[src/rtl/xtea_host_ctrl.sv]
`default_nettype none
// +--------------------------------------------------------------------------+
// | Module : xtea_host_ctrl                                                  |
// | Host-side initiator for the XTEA core: key load sequencing, word packing,|
// | single-block-in-flight issue, result FIFO and word unpacking.            |
// | Rev    : 1.0  initial release                                            |
// +--------------------------------------------------------------------------+

module xtea_host_ctrl #(
  parameter int FIFO_DEPTH = 4,
  parameter int CORE_LAT   = 7
) (
  input  logic         i_clk,
  input  logic         i_rst,
  input  logic [127:0] i_cfg_key,
  input  logic         i_cfg_flag,
  input  logic         i_cfg_start,
  output logic         o_key_ready,
  output logic         o_err,
  input  logic [31:0]  i_s_data,
  input  logic         i_s_valid,
  output logic         o_s_ready,
  output logic [31:0]  o_m_data,
  output logic         o_m_valid,
  input  logic         i_m_ready,
  output logic [127:0] o_core_key,
  output logic         o_core_key_en,
  input  logic         i_core_key_ok,
  output logic         o_core_flag,
  output logic [63:0]  o_core_din,
  output logic         o_core_din_en,
  input  logic [63:0]  i_core_dout,
  input  logic         i_core_dout_en
);

  localparam int c_AW = $clog2(FIFO_DEPTH);
  localparam int c_CW = c_AW + 1;
  localparam int c_TW = $clog2(CORE_LAT + 1);
  localparam logic [c_TW-1:0] c_LAT   = c_TW'(CORE_LAT);
  localparam logic [c_CW-1:0] c_DEPTH = c_CW'(FIFO_DEPTH);

  typedef enum logic [1:0] {
    ST_NOKEY   = 2'd0,
    ST_KEYLOAD = 2'd1,
    ST_IDLE    = 2'd2,
    ST_RUN     = 2'd3
  } state_t;

  state_t r_state, w_state_nxt;

  logic            w_slot, w_push, w_miss, w_stray, w_room;
  logic            w_issue, w_load, w_accept, w_m_fire, w_pop;
  logic [127:0]    w_load_key;
  logic            w_load_flag;
  logic [127:0]    r_key, r_pkey;
  logic            r_flag, r_pflag, r_pend, r_key_en;
  logic [31:0]     r_hi, r_lo;
  logic [1:0]      r_cnt, w_cnt_nxt;
  logic            r_s_ready;
  logic [c_TW-1:0] r_timer;
  logic            r_err;
  logic [63:0]     r_mem [FIFO_DEPTH];
  logic [c_AW-1:0] r_wr, r_rd;
  logic [c_CW-1:0] r_fcnt;
  logic            r_sel;
  logic [63:0]     w_head;

  // The only legal result slot is exactly CORE_LAT cycles after issue.
  assign w_slot   = (r_state == ST_RUN) && (r_timer == c_LAT);
  assign w_push   = w_slot && i_core_dout_en;
  assign w_miss   = w_slot && !i_core_dout_en;
  assign w_stray  = i_core_dout_en && !w_slot;
  assign w_room   = (r_fcnt < c_DEPTH);
  assign w_accept = i_s_valid && r_s_ready;
  assign w_m_fire = o_m_valid && i_m_ready;
  assign w_pop    = w_m_fire && r_sel;

  always_ff @(posedge i_clk or posedge i_rst) begin
    if (i_rst) r_state <= ST_NOKEY;
    else       r_state <= w_state_nxt;
  end

  always_comb begin
    w_state_nxt = r_state;
    w_issue     = 1'b0;
    w_load      = 1'b0;
    w_load_key  = i_cfg_key;
    w_load_flag = i_cfg_flag;
    case (r_state)
      ST_NOKEY: begin
        if (i_cfg_start) begin
          w_load      = 1'b1;
          w_state_nxt = ST_KEYLOAD;
        end
      end
      ST_KEYLOAD: begin
        if (i_core_key_ok) w_state_nxt = ST_IDLE;
      end
      ST_IDLE: begin
        if (i_cfg_start) begin
          w_load      = 1'b1;
          w_state_nxt = ST_KEYLOAD;
        end else if ((r_cnt == 2'd2) && w_room) begin
          w_issue     = 1'b1;
          w_state_nxt = ST_RUN;
        end
      end
      ST_RUN: begin
        // A start seen during the block is honoured once the block resolves.
        if (w_slot) begin
          if (r_pend || i_cfg_start) begin
            w_load      = 1'b1;
            w_load_key  = i_cfg_start ? i_cfg_key  : r_pkey;
            w_load_flag = i_cfg_start ? i_cfg_flag : r_pflag;
            w_state_nxt = ST_KEYLOAD;
          end else begin
            w_state_nxt = ST_IDLE;
          end
        end
      end
      default: w_state_nxt = ST_NOKEY;
    endcase
  end

  always_ff @(posedge i_clk or posedge i_rst) begin
    if (i_rst) begin
      r_key    <= '0;
      r_flag   <= 1'b0;
      r_key_en <= 1'b0;
      r_pend   <= 1'b0;
      r_pkey   <= '0;
      r_pflag  <= 1'b0;
      r_timer  <= '0;
      r_err    <= 1'b0;
    end else begin
      r_key_en <= w_load;
      if (w_load) begin
        r_key  <= w_load_key;
        r_flag <= w_load_flag;
        r_pend <= 1'b0;
      end else if ((r_state == ST_RUN) && i_cfg_start) begin
        r_pend  <= 1'b1;
        r_pkey  <= i_cfg_key;
        r_pflag <= i_cfg_flag;
      end
      if (w_issue)                          r_timer <= c_TW'(1);
      else if ((r_state == ST_RUN) && !w_slot) r_timer <= r_timer + c_TW'(1);
      r_err <= r_err | w_miss | w_stray;
    end
  end

  always_comb begin
    w_cnt_nxt = r_cnt;
    if (w_issue)       w_cnt_nxt = 2'd0;
    else if (w_accept) w_cnt_nxt = r_cnt + 2'd1;
  end

  // Ready is registered so that it reads 0 while reset is held.
  always_ff @(posedge i_clk or posedge i_rst) begin
    if (i_rst) begin
      r_cnt     <= 2'd0;
      r_s_ready <= 1'b0;
      r_hi      <= '0;
      r_lo      <= '0;
    end else begin
      r_cnt     <= w_cnt_nxt;
      r_s_ready <= (w_cnt_nxt != 2'd2);
      if (w_accept) begin
        if (r_cnt == 2'd0) r_hi <= i_s_data;
        else               r_lo <= i_s_data;
      end
    end
  end

  always_ff @(posedge i_clk) begin
    if (w_push) r_mem[r_wr] <= i_core_dout;
  end

  always_ff @(posedge i_clk or posedge i_rst) begin
    if (i_rst) begin
      r_wr   <= '0;
      r_rd   <= '0;
      r_fcnt <= '0;
      r_sel  <= 1'b0;
    end else begin
      if (w_push) r_wr <= r_wr + c_AW'(1);
      if (w_pop)  r_rd <= r_rd + c_AW'(1);
      case ({w_push, w_pop})
        2'b10:   r_fcnt <= r_fcnt + c_CW'(1);
        2'b01:   r_fcnt <= r_fcnt - c_CW'(1);
        default: r_fcnt <= r_fcnt;
      endcase
      if (w_m_fire) r_sel <= ~r_sel;
    end
  end

  assign w_head        = r_mem[r_rd];
  assign o_m_valid     = (r_fcnt != '0);
  assign o_m_data      = !o_m_valid ? 32'd0 : (r_sel ? w_head[31:0] : w_head[63:32]);
  assign o_s_ready     = r_s_ready;
  assign o_key_ready   = (r_state == ST_IDLE) || (r_state == ST_RUN);
  assign o_err         = r_err | w_miss;
  assign o_core_key    = r_key;
  assign o_core_key_en = r_key_en;
  assign o_core_flag   = r_flag;
  assign o_core_din    = {r_hi, r_lo};
  assign o_core_din_en = w_issue;

endmodule

`default_nettype wire

[config.mk]
export PLATFORM = sky130hd
export DESIGN_NAME = xtea_host_ctrl
export DESIGN_NICKNAME = d
export VERILOG_FILES = /design/src/rtl/xtea_host_ctrl.sv
export SDC_FILE = /design/constraint.sdc
export NUM_CORES = 1
export LEC_CHECK = 0
export ABC_AREA = 1
export BUFFER_PORTS_ARGS = -buffer_cell sky130_fd_sc_hd__buf_4
export CAP_MARGIN = 10
export CORE_ASPECT_RATIO = 2
export CORE_MARGIN = 3
export CORE_UTILIZATION = 40
export CTS_CLUSTER_DIAMETER = 120
export DETAILED_ROUTE_END_ITERATION = 12
export REMOVE_ABC_BUFFERS = 1
export SETUP_SLACK_MARGIN = 0.4
export SYNTH_ARGS = -nofsm -noshare
export SYNTH_HDL_FRONTEND = slang
export SYNTH_SLANG_ARGS = --single-unit
[constraint.sdc]
create_clock -name i_clk -period 32 [get_ports i_clk]
set_input_delay 4.8 -clock i_clk [delete_from_list [all_inputs] [get_ports i_clk]]
set_output_delay 4.8 -clock i_clk [all_outputs]
set_load 0.005 [all_outputs]
==> results.txt <==
The fraction of power consumed by sequential logic is 0.414. The number of gates resized after CTS came out at 0. The power density over the cells is ~87 mW/mm^2. The longest clock path from root to sink contains 3 buffers. The share of synthesized area occupied by flip-flops and latches came out at 0.626. The count of H-tree levels built during CTS came out at 2. In the finished design, the share of the clock period the worst path needs comes to 0.322. For this design the top-level I/O count stands at about 460. The critical path in this run is classified as in2out.

The internal power came out at between 0.0015 and 0.002 W. Among cell families on the critical path, the largest total delay comes from buffers and inverters. The die height came out at ~370 um. The count of endpoints failing hold in the final timing report was 0. The synthesized design contains between 500 and 600 register bits.

The slowest stage of the critical path belongs to the cell nand4_1. The first global-routing pass estimated around 110000 um of wire. The run finished with clean final reports. The number of pins exceeding their max-slew limit in the final report is 0. The final total power is ~0.0028 W. The remaining antenna violation count after routing is 0. The growth of design area from synthesis to finish came out at 22.5%.

Entering global routing, the biggest net connects between 100 and 150 pins. The net load switching power came out at between 0.0009 and 0.001 W. The tree built by TritonCTS fans out to 597 sinks. The required arrival time at the worst endpoint is roughly 27000 ps. The total number of cells along the worst setup path came out at 5. Leaving out fill and tap cells, the most frequent cell in the layout is nand2_1.

For this run, the post-layout net count is ~3600. The distinct cell type count after synthesis is 23. The path depth of the worst reg2reg path is 7. The final weighted congestion of routability-driven global placement came out at roughly 0.77.

The detailed-route wire length per cell came out at around 17 um. The final critical delay including setup and external delays came out at between 10000 and 15000 ps. The number of global-route vias before repair came out at around 19000. The initial antenna violation count is 7. For the final database, setup skew stands at about 13 ps. Hold repair after CTS inserted 0 buffers.

The setup-violating endpoint count in the final report is 0. The first-pass iteration count of the detailed router came out at 5. The path class of the tightest hold or removal check is reg2reg.

For the final routed database, the setup TNS stands at 0 ps. The worst setup path is captured at an output port. At the worst endpoint, the arrival time is roughly 5500 ps. The leakage power is roughly 16 nW.

The total overflow left after global routing is 0. The post-synthesis instance total is ~3000. The post-detailed-placement half-perimeter wirelength came out at roughly 44000 um. TritonCTS built the clock tree. The root buffer cell is clkbuf_16. The largest single stage delay on the critical path is about 170 ps. The top cell types in the final layout, fill and taps aside, are 1435 x nand2_1, 489 x buf_4, 338 x dfrtp_1, 311 x inv_1, 299 x nand3_1. Clock tree synthesis inserted a total of between 50 and 60 buffers.

Walking the worst path, the cells encountered are buf_4 -> nor2_1 -> nand4_1 -> inv_1 -> buf_4. The per-instance average area after synthesis is just under 9 sq um. The starting density of the core came out at 0.405. Setup repair after global routing left no endpoint under its margin. The cell repeated most along the worst path is buf_4.

The sum of buffers and inverters on the critical path is 3. The placeable core region is ~0.064 sq mm. The yosys synthesis warning count is 0. The tool flagged a number of max-cap violations equal to 0.

The clock share of power came out at 0.236. The total setup buffers inserted after CTS is 0. The clock-pin slew on the worst setup and hold paths is around 60 ps. The switching share of power is 0.356. The total vias in the final route came out at between 20000 and 25000.

The remaining design rule violation count came out at 0. Clock latency on the worst-skew pair, taken at its later pin, is 590 ps. The routed wire length came out at about 70000 um. The worst register-to-register path begins at r_timer[0]. The worst setup path is launched from a primary input. The worst voltage drop across the vdd grid is about 0.072 mV. The combinational fraction of design power is 0.350. Buffers placed on the I/O ports in this run total 462.

The achievable frequency came out at 0.0972 GHz. The full die area is about 0.068 sq mm. The largest fanout on the critical path is 4.

In the routed layout, each cell is associated on average with a via count of 4.80. In this run the worst setup path terminates at o_core_din_en. The share of cells above drive strength 1 is 0.174.

The worst-case register-to-register setup slack is 28530 ps. The cell area after synthesis came out at 0.0259 sq mm. The number of DRC markers in iteration 0 is ~1500. The worst slew margin relative to its limit came out at 0.232. Row generation in the floorplan step produced 131 rows. At the pin with the least slew margin, the transition time is around 1200 ps.

The horizontal die dimension is 186 um. For this run, the total global-route usage over all layers was measured as 0.203. The critical path starts at i_cfg_start. The endpoint identified for the worst register-to-register timing path is r_mem[0][35].
[cell usage after synthesis (all sizes together)]
library cell  count  area (sq um)
xnor2             1          8.76
nand4             1          6.26
inv             316          1190
ha                9           113
clkbuf           80           300
o21a              1          7.51
fa                1          20.0
buf              84           419
nor2             75           284
nand2          1438          5400
nand3           300          1500
xor2              4          35.0
edfxtp          256          7690
or2               2          12.5
a21oi             7          35.0
dfrtp           341          8530
nand3b            1          7.51
o21ai            69           349
[cells by family after synthesis]
kind of cell,after synthesis,share of synthesized area
compound gates,77,0.0151
xor+xnor,5,0.00169
fa+ha+maj,10,0.00512
buf+inv,480,0.0736
flops,597,0.626
simple gates,1817,0.278
[metal layers]
layer / track usage / part of all wire / vias to the layer above
met1: 0.266 / 0.42 / 9500
met3: 0.0519 / 0.087 / 94
li1: - / - / 9975
met2: 0.336 / 0.47 / 658
met5: 0 / 0.00056 / -
met4: 0.0490 / 0.021 / 6
[sequential cells by signal (all words and copies together) (netlist names), 2 cells and up]
signal      flops
r_mem         256
r_lo           32
r_fcnt          3
r_cnt           2
r_timer         3
o_core_key    128
r_wr            2
r_rd            2
r_state         2
r_pkey        128
r_hi           32
[stage by stage]
step	instances	hold slack (ps)	instance area [sq um]	setup slack, ps	utilization
finish	4213	469	31700	21710	0.496
global route	4210	488	31700	21620	0.496
CTS	4209	474	31700	21720	0.496
detailed placement	4109	458	30000	21730	0.469
global placement	4109	453	30000	21730	0.469
floorplan	2822	432	25200	17750	-
[final cells by class]
type | count | area (sq um)
fill | 6073 | 32200
tap | 798 | 998
timing repair buffer | 489 | 3670
clock buffer | 78 | 1540
multi-input combinational | 1909 | 7850
antenna | 4 | 10.0
inverter | 316 | 1200
clock inverter | 22 | 216
sequential | 597 | 16200
[power groups by stage]
stage	Combinational, W	Clock, W	Sequential, W
final	0.000967	0.000651	0.00114
after global routing	0.00110	0.000695	0.00117
after CTS	0.000989	0.000669	0.00114
after detailed placement	0.000986	0	0.00115
after global placement	0.000976	0	0.00115
after floorplan	0.000479	0	0.00116
[worst min-delay path by stage]
stage | start | cells after the start | end
5_1_grt | r_pkey[127] | 2 | r_pkey[127]
3_3_place_gp | r_pkey[36] | 2 | r_pkey[36]
6_report | o_core_key[127] | 2 | o_core_key[127]
3_5_place_dp | r_pkey[61] | 2 | r_pkey[61]
2_1_floorplan | r_err | 2 | r_err
4_1_cts | r_pkey[5] | 2 | r_pkey[5]
[worst reg2reg max path, cell delays in order, from the launching register on]
cell,delay [ps]
dfrtp_1,380
ha_1,170
ha_1,210
inv_4,100
nor2_2,300
nand2_1,480
nor2_4,680
buf_4,700
(Power assumes the default switching activity.)
